`src/rtl/hf_pkg.sv`:
```
// Shared constants and helpers for the Hyperflex retiming bank.
// Sizes the per-channel depth field and limits out-of-range depth encodings.
package hf_pkg;

  localparam int HF_DEPTH_BYPASS = 0;

  function automatic int clog2(input int value);
    int r;
    int v;
    r = 0;
    v = value - 1;
    while (v > 0) begin
      r = r + 1;
      v = v >> 1;
    end
    return r;
  endfunction

  // A depth field may encode more stages than exist; use the deepest one.
  function automatic int clamp_depth(input int field, input int max_depth);
    return (field > max_depth) ? max_depth : field;
  endfunction

endpackage

```
`src/rtl/hf_delay_line.sv`:
```
// One retiming channel: a free-running enable-qualified shift chain.
// The output taps the selected stage, or the raw input in bypass.
module hf_delay_line
  import hf_pkg::*;
#(
  parameter int MAX_DEPTH = 3
) (
  input  logic                              clk,
  input  logic                              clear_async_n,
  input  logic                              hf_en,
  input  logic                              din,
  input  logic [clog2(MAX_DEPTH + 1)-1:0]   depth,
  output logic                              dout
);

  localparam int DEPTH_BITS = clog2(MAX_DEPTH + 1);

  logic [MAX_DEPTH:1]    stage;
  logic [DEPTH_BITS-1:0] tap;

  // Stages shift independently of the selected tap so a depth change
  // immediately exposes real history.
  always_ff @(posedge clk or negedge clear_async_n) begin
    if (!clear_async_n) begin
      stage <= '0;
    end else if (hf_en) begin
      stage[1] <= din;
      for (int k = 2; k <= MAX_DEPTH; k++) begin
        stage[k] <= stage[k-1];
      end
    end
  end

  always_comb begin
    tap  = DEPTH_BITS'(clamp_depth(int'(depth), MAX_DEPTH));
    dout = din;
    if (tap != DEPTH_BITS'(HF_DEPTH_BYPASS)) begin
      for (int k = 1; k <= MAX_DEPTH; k++) begin
        if (tap == DEPTH_BITS'(k)) dout = stage[k];
      end
    end
  end

endmodule

```
`src/rtl/hf_retime_bank.sv`:
```
// Bank of WIDTH retiming channels with a serially loaded, shadowed depth
// configuration that only becomes active on a complete, committed load.
module hf_retime_bank
  import hf_pkg::*;
#(
  parameter int WIDTH     = 8,
  parameter int MAX_DEPTH = 3
) (
  input  logic             clk,
  input  logic             clear_async_n,
  input  logic             hf_en,
  input  logic [WIDTH-1:0] data_in,
  output logic [WIDTH-1:0] data_out,
  input  logic             config_in,
  input  logic             config_en,
  input  logic             config_commit,
  output logic             config_out,
  output logic             config_full,
  output logic             config_err
);

  localparam int DEPTH_BITS = clog2(MAX_DEPTH + 1);
  localparam int CHAIN_LEN  = WIDTH * DEPTH_BITS;
  localparam int COUNT_BITS = clog2(CHAIN_LEN + 1);
  localparam logic [COUNT_BITS-1:0] COUNT_FULL = COUNT_BITS'(CHAIN_LEN);

  logic [CHAIN_LEN-1:0]  shadow;
  logic [CHAIN_LEN-1:0]  shadow_shifted;
  logic [CHAIN_LEN-1:0]  active;
  logic [COUNT_BITS-1:0] count;
  logic [COUNT_BITS-1:0] count_next;
  logic                  commit_ok;
  logic                  full_reg;
  logic                  err_reg;

  // Config protocol: config_commit outranks config_en in the same cycle, and
  // a commit is accepted only when exactly a full chain has been shifted.
  always_comb begin
    shadow_shifted = (shadow << 1) | CHAIN_LEN'(config_in);
    commit_ok      = config_commit && (count == COUNT_FULL);
    count_next     = count;
    if (config_commit) begin
      if (commit_ok) count_next = '0;
    end else if (config_en && (count != COUNT_FULL)) begin
      count_next = count + COUNT_BITS'(1);
    end
  end

  always_ff @(posedge clk or negedge clear_async_n) begin
    if (!clear_async_n) begin
      shadow   <= '0;
      active   <= '0;
      count    <= '0;
      full_reg <= 1'b0;
      err_reg  <= 1'b0;
    end else begin
      if (commit_ok) active <= shadow;
      if (!config_commit && config_en) shadow <= shadow_shifted;
      count    <= count_next;
      full_reg <= (count_next == COUNT_FULL);
      err_reg  <= config_commit && !commit_ok;
    end
  end

  assign config_out  = shadow[CHAIN_LEN-1];
  assign config_full = full_reg;
  assign config_err  = err_reg;

  for (genvar i = 0; i < WIDTH; i++) begin : g_chan
    hf_delay_line #(
      .MAX_DEPTH (MAX_DEPTH)
    ) u_line (
      .clk           (clk),
      .clear_async_n (clear_async_n),
      .hf_en         (hf_en),
      .din           (data_in[i]),
      .depth         (active[i*DEPTH_BITS +: DEPTH_BITS]),
      .dout          (data_out[i])
    );
  end

endmodule

```
`config.mk`:
```
export PLATFORM = sky130hd
export DESIGN_NAME = hf_retime_bank
export DESIGN_NICKNAME = d
export VERILOG_FILES = /design/src/rtl/hf_pkg.sv /design/src/rtl/hf_delay_line.sv /design/src/rtl/hf_retime_bank.sv
export SDC_FILE = /design/constraint.sdc
export NUM_CORES = 1
export LEC_CHECK = 0
export CAP_MARGIN = 10
export CORE_MARGIN = 2
export CORE_UTILIZATION = 50
export CTS_BUF_LIST = sky130_fd_sc_hd__clkbuf_8
export DETAILED_ROUTE_END_ITERATION = 10
export PLACE_DENSITY = 0.71
export SKIP_CTS_REPAIR_TIMING = 1
export SLEW_MARGIN = 20
export SYNTH_ARGS = -nofsm -noshare
export SYNTH_HDL_FRONTEND = slang
export SYNTH_SLANG_ARGS = --single-unit
```
`constraint.sdc`:
```
create_clock -name clk -period 4.66 [get_ports clk]
set_input_delay 0.466 -clock clk [delete_from_list [all_inputs] [get_ports clk]]
set_output_delay 0.466 -clock clk [all_outputs]
set_load 0.01 [all_outputs]
```
==> run_results.csv <==
group,metric,value,unit
synth,async_reset_ff_share,100,%
hold_path,worstHoldPathType,"in -> async",
synth,synth_cell_type_count,32,
sta,maxSlewHeadroom,48.7,%
floorplanning,fp-row-count,27,
global_route,antenna_found_initial,0,
final_layout,antenna_cells,0,
setup_path,crit_type,"in -> out",
sta,final.setup.tns,0,ps
setup_path,cp-start-kind,"primary input",
routing,drc,0,
synth,synthesis.area,2790,um2
sta,fin_skew,9.29,ps
floorplanning,core,5440,um2
clock_tree,clk_latency,320,ps
pwr,p_total,1.53,mW
synth,ys.flop_type,"dfrtp_1",
routing,avgViaCountPerCell,5.39,
final_layout,area_growth,15.6,%
final_layout,stdcell_area,3220,um2
setup_path,slowest_stage,"clkdlybuf4s50_1",
floorplanning,die_h,78.7,um
setup_path,worst_ep_arrival_time,1840,ps
global_route,grt_max_degree,64,
place,dp_hpwl,2.98,mm
global_route,grt_overflow,0,
place,dpl_cell_area,3010,um2
routing,drt-initial-drc-count,73,
final_layout,final_core_util,59.3,%
routing,drtAntennaViolNets,0,
clock_tree,cts-root-buf,"clkbuf_8",
floorplanning,io_pins,25,
clock_tree,cts_tree,"done",
routing,vias,1481,
pwr,p_sw_share,24.8,%
synth,synth_area_leader_cell,"dfrtp_1",
floorplanning,die_area,6190,um2
sta,rsz0062_at_grt,"no",
place,io_buffers,24,
pwr,vdd_ir_drop_max,0.000236,V
floorplanning,start_util,51.3,%
synth,synth_nets,193,
routing,wl_per_cell,15.6,um
sta,tightestPinTransition,770,ps
synth,synth_area_leaders,"dfrtp_1 57%, mux2_2 19%, mux4_2 6.5%, mux2_4 5.4%, buf_4 2.4%",
setup_path,cp-end-kind,"primary output",
synth,ys_ff_latch,63,
pwr,p_int,1.15,mW
synth,yosysTopAreaCellShare,56.5,%
routing,dr_wl_met3,109,um
pwr,sequentialPowerShare,50.1,%
pwr,clkPwrFrac,32.3,%
setup_path,worstPathCellList,"clkdlybuf4s50_1 > mux4_2 > clkdlybuf4s50_1",
synth,yosysMostFrequentCell,"dfrtp_1",
place,gp_congestion,0.737,
routing,highest-signal-layer,"met4",
global_route,grt_pass1_wl,7.40,mm
sta,setup_ws,2350,ps
sta,fmax,0.433,GHz
clock_tree,cts.clk_slew.worst_paths,60,ps
clock_tree,cts-htree-levels,3,
synth,syn_area_per_cell,15.8,um2
place,dpl_worst_slack,2330,ps
sta,period_minus_slack,2310,ps
setup_path,max_stage_delay,490,ps
global_route,grt_pass1_vias,1573,
clock_tree,clk_path_buf_depth,2,
pwr,p_leak,1.43,nW
final_layout,drive_above_1_share,41.9,%
routing,wl_met1,1.90,mm
pwr,pwr-share-comb,17.6,%
final_layout,nNetsFinal,215,
pwr,p_per_area,474,nW/um2
clock_tree,cts_made_buffers,9,
synth,ys_seq_area_share,56.5,%
sta,setup_viol,0,
outcome,status,"finished clean",
synth,synth_top_cells_by_count,"63 x dfrtp_1, 46 x mux2_2, 10 x mux2_4",
pwr,power_switching,0.378,mW
synth,yosys_warnings,0,
sta,hold_viol,0,
synth,synth_edf_count,0,
global_route,track_usage,15.8,%
routing,dr.pass1.iters,4,
routing,routed_wl,4.28,mm
sta,slew_violations,0,
clock_tree,clock-sinks,63,
floorplanning,die_w,78.7,um
routing,met2_length,2.18,mm
synth,netlist_instances,177,
run,drv_cap,0,
setup_path,cp_common_cell,"clkdlybuf4s50_1",
sta,period_share,49.6,%
setup_path,crit_required,4190,ps
setup_path,crit_path_max_fanout,2,
==> critical path: cells and delay by family <==
family,cells,cell delay (ps)
multiplexers,1,460
buffers and inverters,2,920
==> stage by stage <==
step	instances	hold WS, ps
detailed placement	260	497
CTS	275	312
global route	275	355
global placement	260	485
finish	275	295
floorplan	177	170
==> registers in the layout, indices dropped and copies added, names as in the netlist <==
register,cells
config_full,1
count,5
g_chan.u_line.stage,24
shadow,16
config_err,1
active,16
==> cell usage in the layout, fill, tap and decap left out, types with 2 or more instances in the layout <==
| cell | n |
|---|---|
| a21oi_1 | 2 |
| buf_2 | 2 |
| buf_4 | 3 |
| clkbuf_8 | 13 |
| clkdlybuf4s50_1 | 22 |
| dfrtp_1 | 63 |
| ha_1 | 2 |
| inv_1 | 4 |
| mux2_2 | 46 |
| mux2_4 | 10 |
| mux4_2 | 8 |
| nand2_1 | 3 |
| nand4bb_1 | 2 |
| nor2_1 | 3 |
| o21ai_0 | 2 |
==> layer usage <==
metal	vias to the layer above	GRT usage [%]
met1	766	20.0
li1	682	-
met4	0	9.30
met5	-	0
met3	10	3.98
met2	23	24.6
==> final timing paths <==
path / startpoint / endpoint / slack [ps] / cells past startpoint
max: data_in[3] / data_out[3] / 2350 / 3
min: clear_async_n / count[3] / 290 / 2
max reg2reg: count[0] / active[7] / 2780 / 6
min reg2reg: g_chan[2].u_line.stage[3] / g_chan[2].u_line.stage[3] / 510 / 1
max in group asynchronous: clear_async_n / active[7] / 3850 / 2
min in group clk: g_chan[2].u_line.stage[3] / g_chan[2].u_line.stage[3] / 510 / 1
==> kinds of logic after synthesis <==
family	synth area share, %
flops	56.5
mux	30.8
buf+inv	5.02
fa+ha+maj	0.897
simple gates	4.40
xor+xnor	0.314
compound gates	2.11
==> layout make-up <==
class / instances / area, um2
Clock inverter: 2 / 37.5
Fill cell: 410 / 2210
Inverter: 4 / 15.0
Tap cell: 72 / 90.1
Clock buffer: 13 / 179
Multi-Input combinational cell: 94 / 1070
Sequential cell: 63 / 1580
Timing Repair Buffer: 27 / 253
==> power by group through the flow <==
stage	clock network, mW	registers, mW	logic (mW)
final	0.494	0.765	0.269
after global routing	0.534	0.784	0.291
after CTS	0.507	0.766	0.274
after detailed placement	0	0.776	0.273
after global placement	0	0.763	0.258
after floorplan	0	0.744	0.211
Power figures use the tool's default switching activity.
